File: config.mk
export PLATFORM = sky130hd
export DESIGN_NAME = arbitration_receiver
export DESIGN_NICKNAME = d
export VERILOG_FILES = /design/src/rtl/arbitration_receiver.sv
export SDC_FILE = /design/constraint.sdc
export NUM_CORES = 1
export LEC_CHECK = 0
export CAP_MARGIN = 20
export CORE_MARGIN = 2
export CORE_UTILIZATION = 40
export CTS_CLUSTER_SIZE = 14
export DETAILED_ROUTE_END_ITERATION = 6
export MAX_ROUTING_LAYER = met4
export PLACE_DENSITY = 0.72
export SETUP_SLACK_MARGIN = 0.5
export SYNTH_ARGS = -nofsm -noshare
export SYNTH_HDL_FRONTEND = slang
export SYNTH_SLANG_ARGS = --single-unit
File: constraint.sdc
create_clock -name CLK -period 2.19 [get_ports CLK]
set_input_delay 0.5475 -clock CLK [delete_from_list [all_inputs] [get_ports CLK]]
set_output_delay 0.5475 -clock CLK [all_outputs]
set_load 0.005 [all_outputs]
File: src/rtl/arbitration_receiver.sv
// Receive-side link arbiter: classifies decoded commas, raises credit/ack events,
// and reframes START/DATA/END symbols into a checked flit stream for the RX FIFO.

package phy_types_pkg;
    typedef enum logic [2:0] {
        NADA_SEL,
        START_PACKET_SEL,
        END_PACKET_SEL,
        DATA_SEL,
        GRTCRED0_SEL,
        GRTCRED1_SEL,
        ACK_SEL
    } comma_sel_t;
endpackage

package chiplet_types_pkg;
    typedef logic [31:0] flit_t;

    // Header flit carries the packet length in flits (header included) in its low 9 bits.
    function automatic logic [8:0] expected_num_flits(input flit_t hdr);
        return hdr[8:0];
    endfunction
endpackage

module arbitration_receiver
    import phy_types_pkg::*;
    import chiplet_types_pkg::*;
#(
    parameter int unsigned MAX_FLITS = 511
) (
    input  logic       CLK,
    input  logic       nRST,
    input  logic       dec_valid,
    input  comma_sel_t dec_comma_sel,
    input  flit_t      dec_flit,
    input  flit_t      dec_header,
    input  logic       dec_err,
    input  logic       fifo_full,
    input  logic       err_clear,
    output flit_t      flit_out,
    output logic       flit_wen,
    output logic       pkt_last,
    output logic       pkt_abort,
    output logic       grtcred0_rcvd,
    output logic       grtcred1_rcvd,
    output logic       ack_rcvd,
    output flit_t      ack_header,
    output logic       err_framing,
    output logic       err_overflow,
    output logic       err_code
);

    typedef enum logic [1:0] {IDLE, HEADER, PAYLOAD, DISCARD} state_t;

    state_t     state, state_n;
    logic [8:0] count, count_n;
    logic [8:0] size, size_n;
    logic [9:0] hdr_size;
    flit_t      flit_n, ack_header_n;
    logic       wen_n, last_n, abort_n, g0_n, g1_n, ack_n;
    logic       new_framing, new_overflow, new_code;
    logic       in_packet;

    always_comb begin
        state_n      = state;
        count_n      = count;
        size_n       = size;
        flit_n       = flit_out;
        ack_header_n = ack_header;
        wen_n        = 1'b0;
        last_n       = 1'b0;
        abort_n      = 1'b0;
        g0_n         = 1'b0;
        g1_n         = 1'b0;
        ack_n        = 1'b0;
        new_framing  = 1'b0;
        new_overflow = 1'b0;
        new_code     = 1'b0;
        // Extra top bit keeps the upper-bound check meaningful for any MAX_FLITS.
        hdr_size     = {1'b0, expected_num_flits(dec_flit)};
        in_packet    = (state == HEADER) || (state == PAYLOAD);

        if (dec_valid) begin
            if (dec_err) begin
                new_code = 1'b1;
                if (in_packet) begin
                    abort_n = 1'b1;
                    state_n = DISCARD;
                end
            end else begin
                case (dec_comma_sel)
                    GRTCRED0_SEL: g0_n = 1'b1;
                    GRTCRED1_SEL: g1_n = 1'b1;
                    ACK_SEL: begin
                        ack_n        = 1'b1;
                        ack_header_n = dec_header;
                    end
                    START_PACKET_SEL: begin
                        if (in_packet) begin
                            new_framing = 1'b1;
                            abort_n     = 1'b1;
                        end
                        state_n = HEADER;
                        count_n = '0;
                    end
                    DATA_SEL: begin
                        case (state)
                            IDLE: new_framing = 1'b1;
                            HEADER: begin
                                if (hdr_size == '0 || hdr_size > 10'(MAX_FLITS)) begin
                                    new_framing = 1'b1;
                                    abort_n     = 1'b1;
                                    state_n     = DISCARD;
                                end else if (fifo_full) begin
                                    new_overflow = 1'b1;
                                    abort_n      = 1'b1;
                                    state_n      = DISCARD;
                                end else begin
                                    wen_n   = 1'b1;
                                    flit_n  = dec_flit;
                                    count_n = 9'd1;
                                    size_n  = hdr_size[8:0];
                                    last_n  = (hdr_size == 10'd1);
                                    state_n = PAYLOAD;
                                end
                            end
                            PAYLOAD: begin
                                if (count == size) begin
                                    new_framing = 1'b1;
                                    abort_n     = 1'b1;
                                    state_n     = DISCARD;
                                end else if (fifo_full) begin
                                    new_overflow = 1'b1;
                                    abort_n      = 1'b1;
                                    state_n      = DISCARD;
                                end else begin
                                    wen_n   = 1'b1;
                                    flit_n  = dec_flit;
                                    count_n = count + 9'd1;
                                    last_n  = (count + 9'd1 == size);
                                end
                            end
                            default: ;
                        endcase
                    end
                    END_PACKET_SEL: begin
                        case (state)
                            IDLE: new_framing = 1'b1;
                            HEADER: begin
                                new_framing = 1'b1;
                                abort_n     = 1'b1;
                                state_n     = IDLE;
                            end
                            PAYLOAD: begin
                                if (count != size) begin
                                    new_framing = 1'b1;
                                    abort_n     = 1'b1;
                                end
                                state_n = IDLE;
                            end
                            default: state_n = IDLE;
                        endcase
                    end
                    default: ;
                endcase
            end
        end
    end

    always_ff @(posedge CLK) begin
        if (!nRST) begin
            state         <= IDLE;
            count         <= '0;
            size          <= '0;
            flit_out      <= '0;
            flit_wen      <= 1'b0;
            pkt_last      <= 1'b0;
            pkt_abort     <= 1'b0;
            grtcred0_rcvd <= 1'b0;
            grtcred1_rcvd <= 1'b0;
            ack_rcvd      <= 1'b0;
            ack_header    <= '0;
            err_framing   <= 1'b0;
            err_overflow  <= 1'b0;
            err_code      <= 1'b0;
        end else begin
            state         <= state_n;
            count         <= count_n;
            size          <= size_n;
            flit_out      <= flit_n;
            flit_wen      <= wen_n;
            pkt_last      <= last_n;
            pkt_abort     <= abort_n;
            grtcred0_rcvd <= g0_n;
            grtcred1_rcvd <= g1_n;
            ack_rcvd      <= ack_n;
            ack_header    <= ack_header_n;
            // A fresh error in the clearing cycle keeps its bit set.
            err_framing   <= (err_framing  & ~err_clear) | new_framing;
            err_overflow  <= (err_overflow & ~err_clear) | new_overflow;
            err_code      <= (err_code     & ~err_clear) | new_code;
        end
    end

endmodule

==> flow_summary.json, run 1 <==
{
  "status": "complete, but fails checks",
  "violations": "negative setup slack",
  "setup.worst_path.end_class": "flop",
  "synth-edff-count": 0,
  "synthArstFlopShare_pct": 0,
  "via_count": 4158,
  "fin_crit_sh_pct": 101,
  "final_layout_size_suffix_gt1_share_pct": 28.9,
  "synthesis.nets": 532,
  "hold_viol": 0,
  "seqCellArea_um2": 1900,
  "rrSetupSlack_ns": 0.17,
  "n_antenna_cell": 0,
  "antenna_found_initial": 0,
  "fin_util_pct": 69.6,
  "tightest_slew_ns": 0.568,
  "nets": 751,
  "clock.fmax_ghz": 0.450,
  "io_pins": 146,
  "synthAdderAreaFrac_pct": 1.57,
  "setup.worst_path.start_class": "input port",
  "clock_latency_ns": 0.36,
  "worstPathArrival_ns": 2.46,
  "die_x_um": 104,
  "rsz0062_at_grt": "yes",
  "crit_slowest_cell": "or4_4",
  "synth_area_leaders": "dfxtp_1 (47%), mux2i_1 (10%), nand2_1 (7.3%)",
  "grtUsageTotal_pct": 22.5,
  "crit_required_ns": 2.43,
  "cts_buffer_depth": 2,
  "crit_path_start": "dec_flit[7]",
  "ys_ff_latch": 93,
  "critPathCapture": "flit_out[22]",
  "grt_pass1_wl_um": 19400,
  "cp_max_fo": 8,
  "path_class": "input port to flop",
  "post-route-min-period_ns": 2.22,
  "critPathBufInv": 3,
  "final_cell_mix": "dlygate4sd2_1 (76), nand2_1 (72), buf_4 (66)",
  "syn_to_final_growth_pct": 69.5,
  "initial_utilization_pct": 41.1,
  "place.port_buffers": 145,
  "vias_per_cell": 5.13,
  "cp_slowest_stage_delay_ns": 0.53,
  "synth_largest_area_cell": "dfxtp_1",
  "power_density_nw_per_um2": 495,
  "first_global_vias": 4000,
  "maxSlewHeadroom_pct": 61.9,
  "synth-seq-area-share_pct": 46.6,
  "drt_iter0_drc": 310,
  "coreArea_um2": 9730,
  "dr.pass1.iters": 5,
  "crit_top_cell": "buf_6",
  "cts_hold_buffers": 0,
  "cap_violations": 0,
  "reg2regPathDepth": 10,
  "root_buffer": "clkbuf_8",
  "multi_input_area_um2": 2270,
  "tns_ns": -0.203,
  "synth.distinct_cells": 53,
  "grt_max_degree": 34,
  "gp_congestion": 0.917,
  "timing.final.ws_setup_ns": -0.0316,
  "cp.depth": 9,
  "synth-simple-area-share_pct": 22.3,
  "cts_tree": "built",
  "final_common_cell": "dlygate4sd2_1",
  "muxShareOfSynthArea_pct": 10.3,
  "synth_flop_cell": "dfxtp_1",
  "cts.htree.levels": 3,
  "setup_violations": 24,
  "ir_drop_v": 0.000349,
  "drc": 0,
  "wl_per_cell_um": 15.3,
  "path_cells": "buf_6, or4_4, or3_4, or2_4, nand3_4, buf_6, buf_12, mux2i_1, nor2_1",
  "hpwlAfterDp_um": 8410,
  "synth_top_cell_area_share_pct": 46.6,
  "finalWirelength_um": 12400,
  "synth_xor_area_share_pct": 3.51,
  "ant_nets": 0,
  "die_area_um2": 10800,
  "drv_slew": 0,
  "critical_path.top_delay_family": "simple AND/OR/NAND/NOR gates",
  "die_h_um": 104,
  "synth_top_family_by_area": "simple AND/OR/NAND/NOR gates",
  "synth_area_per_cell_um2": 8.80,
  "r2r_end": "count[5]",
  "path_clk_slew_ns": 0.09,
  "synth_compound_area_share_pct": 11.3,
  "grt.overflow.total": 0,
  "fin_worst_skew_ns": 0.00693,
  "syn-cell-area_um2": 4000,
  "syn_inst": 454,
  "rr_startpoint": "state[0]",
  "rows": 36,
  "ys.warnings.count": 0,
  "n_fill_cell": 749,
  "p_leak_nw": 3.19,
  "clkSinkCount": 93,
  "cts-buffers-inserted": 9,
  "min_path_type": "flop to flop"
}
==> area by class of cell <==
class	instances	area share, %
clock buffer	12	2.29
clock inverter	4	1.03
inverter	10	0.591
multi-input combinational	327	33.5
sequential	93	28.1
tap	133	2.46
timing repair buffer	232	32.1
==> worst min-delay path, delay by kind of cell (launching register included) <==
family          cells  cell delay (ns)
flops               1             0.31
simple gates        1             0.05
compound gates      1             0.05
==> cells in the mapped netlist (2+ instances only) <==
| cell type | n |
|---|---|
| and3_1 | 2 |
| or3_1 | 2 |
| inv_1 | 8 |
| or2_1 | 2 |
| xor2_1 | 9 |
| o31ai_1 | 5 |
| nor2_1 | 53 |
| nand2_1 | 78 |
| o22ai_1 | 3 |
| nand3_1 | 10 |
| nor2b_1 | 5 |
| o21ai_0 | 5 |
| nand2b_1 | 5 |
| clkbuf_1 | 18 |
| nor3_1 | 3 |
| buf_12 | 3 |
| a22o_1 | 2 |
| xnor2_1 | 7 |
| or4_1 | 4 |
| a21oi_1 | 38 |
| dfxtp_1 | 93 |
| nand4_1 | 5 |
| ha_1 | 5 |
| nor3b_1 | 2 |
| nor4_1 | 5 |
| buf_2 | 3 |
| mux2i_1 | 41 |
| o21ai_1 | 11 |
| a31oi_1 | 3 |
==> worst min path at each step <==
stage,from,end,slack [ns],cells past startpoint
finish,ack_header[20],ack_header[20],0.45,2
global placement,ack_header[1],ack_header[1],0.44,2
detailed placement,ack_header[15],ack_header[15],0.45,2
CTS,ack_header[15],ack_header[15],0.46,2
global route,ack_header[2],ack_header[2],0.48,2
floorplan,ack_header[0],ack_header[0],0.45,2
==> state kept, by name, indices dropped and copies added, names as in the netlist <==
register	count
ack_header	32
ack_rcvd	1
count	9
err_code	1
err_framing	1
err_overflow	1
flit_out	32
flit_wen	1
grtcred0_rcvd	1
grtcred1_rcvd	1
pkt_abort	1
pkt_last	1
size	9
state	2
==> timing repair <==
action | in CTS | in global routing
gates cloned | 3 | 2
gates resized for setup | 175 | 47
setup buffers | 13 | 8
pin swaps | 29 | 37
setup endpoints to repair | 163 | 59
==> logic make-up (layout without fill, tap and decap cells) <==
family,count (synthesis),after routing
AND/OR/NAND/NOR,188,188
multiplexers,41,41
adder cells (fa/ha/maj),5,5
XOR/XNOR,16,16
buffers and inverters,34,258
AO/OA/AOI/OAI,77,77
flip-flops,93,93
==> per-layer routing <==
layer / track usage, % / routed length (um)
met3: 3.63 / 699
met5: - / 0
met2: 36.3 / 6080
met4: 10.2 / 262
met1: 27.8 / 5340
==> through the flow <==
step	setup WS [ns]	total power [mW]	std cells	hold slack [ns]	cell area [um2]
after detailed placement	-0.701	2.08	769	0.446	6020
after floorplan	-0.155	1.85	454	0.453	4070
after CTS	-0.00904	3.36	801	0.456	6500
final	-0.0316	3.35	811	0.455	6780
after global routing	-0.0733	3.48	811	0.477	6780
after global placement	-0.627	2.08	769	0.442	6020
==> power by group <==
group          switching [mW]  leakage, nW  internal, mW
sequential            0.00684        0.765          1.70
combinational           0.155         2.31         0.216
clock                   0.574        0.116         0.702
total                   0.735         3.19          2.62
No activity file was read; power rests on OpenSTA's default activity.
==> run 2, diff against run 1 <==
--- a/config.mk
+++ b/config.mk
@@ -6,7 +6,6 @@
 export NUM_CORES = 1
 export LEC_CHECK = 0
 export CAP_MARGIN = 20
-export CORE_MARGIN = 2
 export CORE_UTILIZATION = 40
 export CTS_CLUSTER_SIZE = 14
 export DETAILED_ROUTE_END_ITERATION = 6
==> flow_summary.json, run 2 (same netlist as run 1, synthesis figures left out) <==
{
  "die_area_um2": 10400,
  "wl_per_cell_um": 15.0,
  "first_global_vias": 3891,
  "rr_startpoint": "count[1]",
  "die_x_um": 102,
  "ant_nets": 0,
  "clock.fmax_ghz": 0.450,
  "hpwlAfterDp_um": 8220,
  "ir_drop_v": 0.000288,
  "post-route-min-period_ns": 2.22,
  "fin_util_pct": 68.9,
  "final_layout_size_suffix_gt1_share_pct": 30.0,
  "rsz0062_at_grt": "yes",
  "min_from": "ack_header[29]",
  "nets": 745,
  "setup.worst_path.start_class": "input port",
  "io_pins": 146,
  "worstPathArrival_ns": 2.47,
  "status": "complete, but fails checks",
  "gp_congestion": 0.872,
  "root_buffer": "clkbuf_8",
  "cap_violations": 0,
  "n_fill_cell": 784,
  "cts-buffers-inserted": 9,
  "min_path_type": "flop to flop",
  "drc": 0,
  "clock_latency_ns": 0.37,
  "final_common_cell": "dlygate4sd2_1",
  "cts_buffer_depth": 2,
  "dp_slack_ns": -0.698,
  "finalWirelength_um": 12100,
  "vias_per_cell": 5.06,
  "crit_path_start": "dec_flit[3]",
  "cts.htree.levels": 3,
  "timing.final.ws_setup_ns": -0.0345,
  "clkSinkCount": 93,
  "initial_utilization_pct": 41.1,
  "grt.overflow.total": 0,
  "dr.pass1.iters": 5,
  "place.port_buffers": 145,
  "die_h_um": 102,
  "hold_viol": 0,
  "drt_iter0_drc": 210,
  "grtUsageTotal_pct": 23.4,
  "setup.worst_path.end_class": "flop",
  "grt_max_degree": 34,
  "grt_pass1_wl_um": 18400,
  "tightest_slew_ns": 0.581,
  "coreArea_um2": 9730,
  "p_leak_nw": 3.10,
  "cp_max_fo": 7,
  "syn_to_final_growth_pct": 67.7,
  "antenna_found_initial": 0,
  "fin_crit_sh_pct": 102,
  "drv_slew": 0,
  "rows": 36,
  "hold_slack_ns": 0.456,
  "setup_violations": 13,
  "violations": "negative setup slack",
  "maxSlewHeadroom_pct": 61.0,
  "path_clk_slew_ns": 0.09,
  "cts_tree": "built",
  "reg.largest.list": "ack_header (32), flit_out (32)",
  "crit_required_ns": 2.44,
  "n_antenna_cell": 0,
  "stdcell_area_um2": 6700,
  "final_cell_mix": "dlygate4sd2_1 (78), nand2_1 (74), buf_4 (62)",
  "fin_worst_skew_ns": 0.0142,
  "power_density_nw_per_um2": 480,
  "placed_cell_area_um2": 6040,
  "via_count": 4069,
  "path_class": "input port to flop"
}
-- run 2: critical path, stage by stage --
cell     delay [ns]
buf_6          0.09
or4_4          0.54
or3_4          0.39
or2_4          0.25
nand3_4        0.15
buf_6          0.14
buf_16         0.12
mux2i_1        0.19
nor2_1         0.06
-- run 2: report_power, final --
group / internal, mW / switching [mW] / leakage, nW
combinational: 0.212 / 0.151 / 2.23
sequential: 1.70 / 0.00583 / 0.772
clock: 0.531 / 0.617 / 0.0936
total: 2.44 / 0.774 / 3.10
-- run 2: path summary, 6_finish.rpt --
check                         to  slack, ns  cells after the start
setup reg to reg    flit_out[27]       0.08                     10
hold / removal    ack_header[29]       0.46                      2
setup / recovery    flit_out[27]      -0.03                      9
hold reg to reg   ack_header[29]       0.46                      2
-- run 2: through the flow --
step,std cells,power [mW],setup TNS [ns]
2_1_floorplan,454,1.85,-4.69
3_3_place_gp,772,2.08,-32.10
3_5_place_dp,772,2.08,-33.62
4_1_cts,799,3.23,-0.00555
5_1_grt,804,3.35,-1.04
6_report,804,3.22,-0.175
-- run 2: repair_timing --
| action | in CTS | in global routing |
|---|---|---|
| gates cloned | 3 | 0 |
| setup endpoints to repair | 162 | 57 |
| hold buffers | 0 | 0 |
| gates resized for setup | 201 | 27 |
| buffers inserted | 9 | 5 |
| pin swaps | 22 | 19 |
-- run 2: metal layers --
metal	up-vias	part of all wire [%]	global-route usage [%]
li1	1985	-	-
met5	-	0	-
met3	22	6.1	5.13
met4	0	1.9	8.68
met2	164	48	37.8
met1	1898	44	28.7
-- run 2: layout make-up --
| type | count | area, um2 | area share, % |
|---|---|---|---|
| repair buffers | 226 | 2100 | 31.3 |
| inverters | 10 | 40.0 | 0.597 |
| multi-input cells | 327 | 2290 | 34.1 |
| well taps | 133 | 166 | 2.48 |
| clock inverters | 6 | 70.1 | 1.05 |
| flip-flops and latches | 93 | 1920 | 28.6 |
| clock buffers | 9 | 124 | 1.85 |
==> run 3, diff against run 2 <==
--- a/config.mk
+++ b/config.mk
@@ -6,6 +6,7 @@
 export NUM_CORES = 1
 export LEC_CHECK = 0
 export CAP_MARGIN = 20
+export CORE_MARGIN = 2
 export CORE_UTILIZATION = 40
 export CTS_CLUSTER_SIZE = 14
 export DETAILED_ROUTE_END_ITERATION = 6
==> results of run 3 <==
Same layout as run 1: the final DEF is identical, and so are final timing and power.
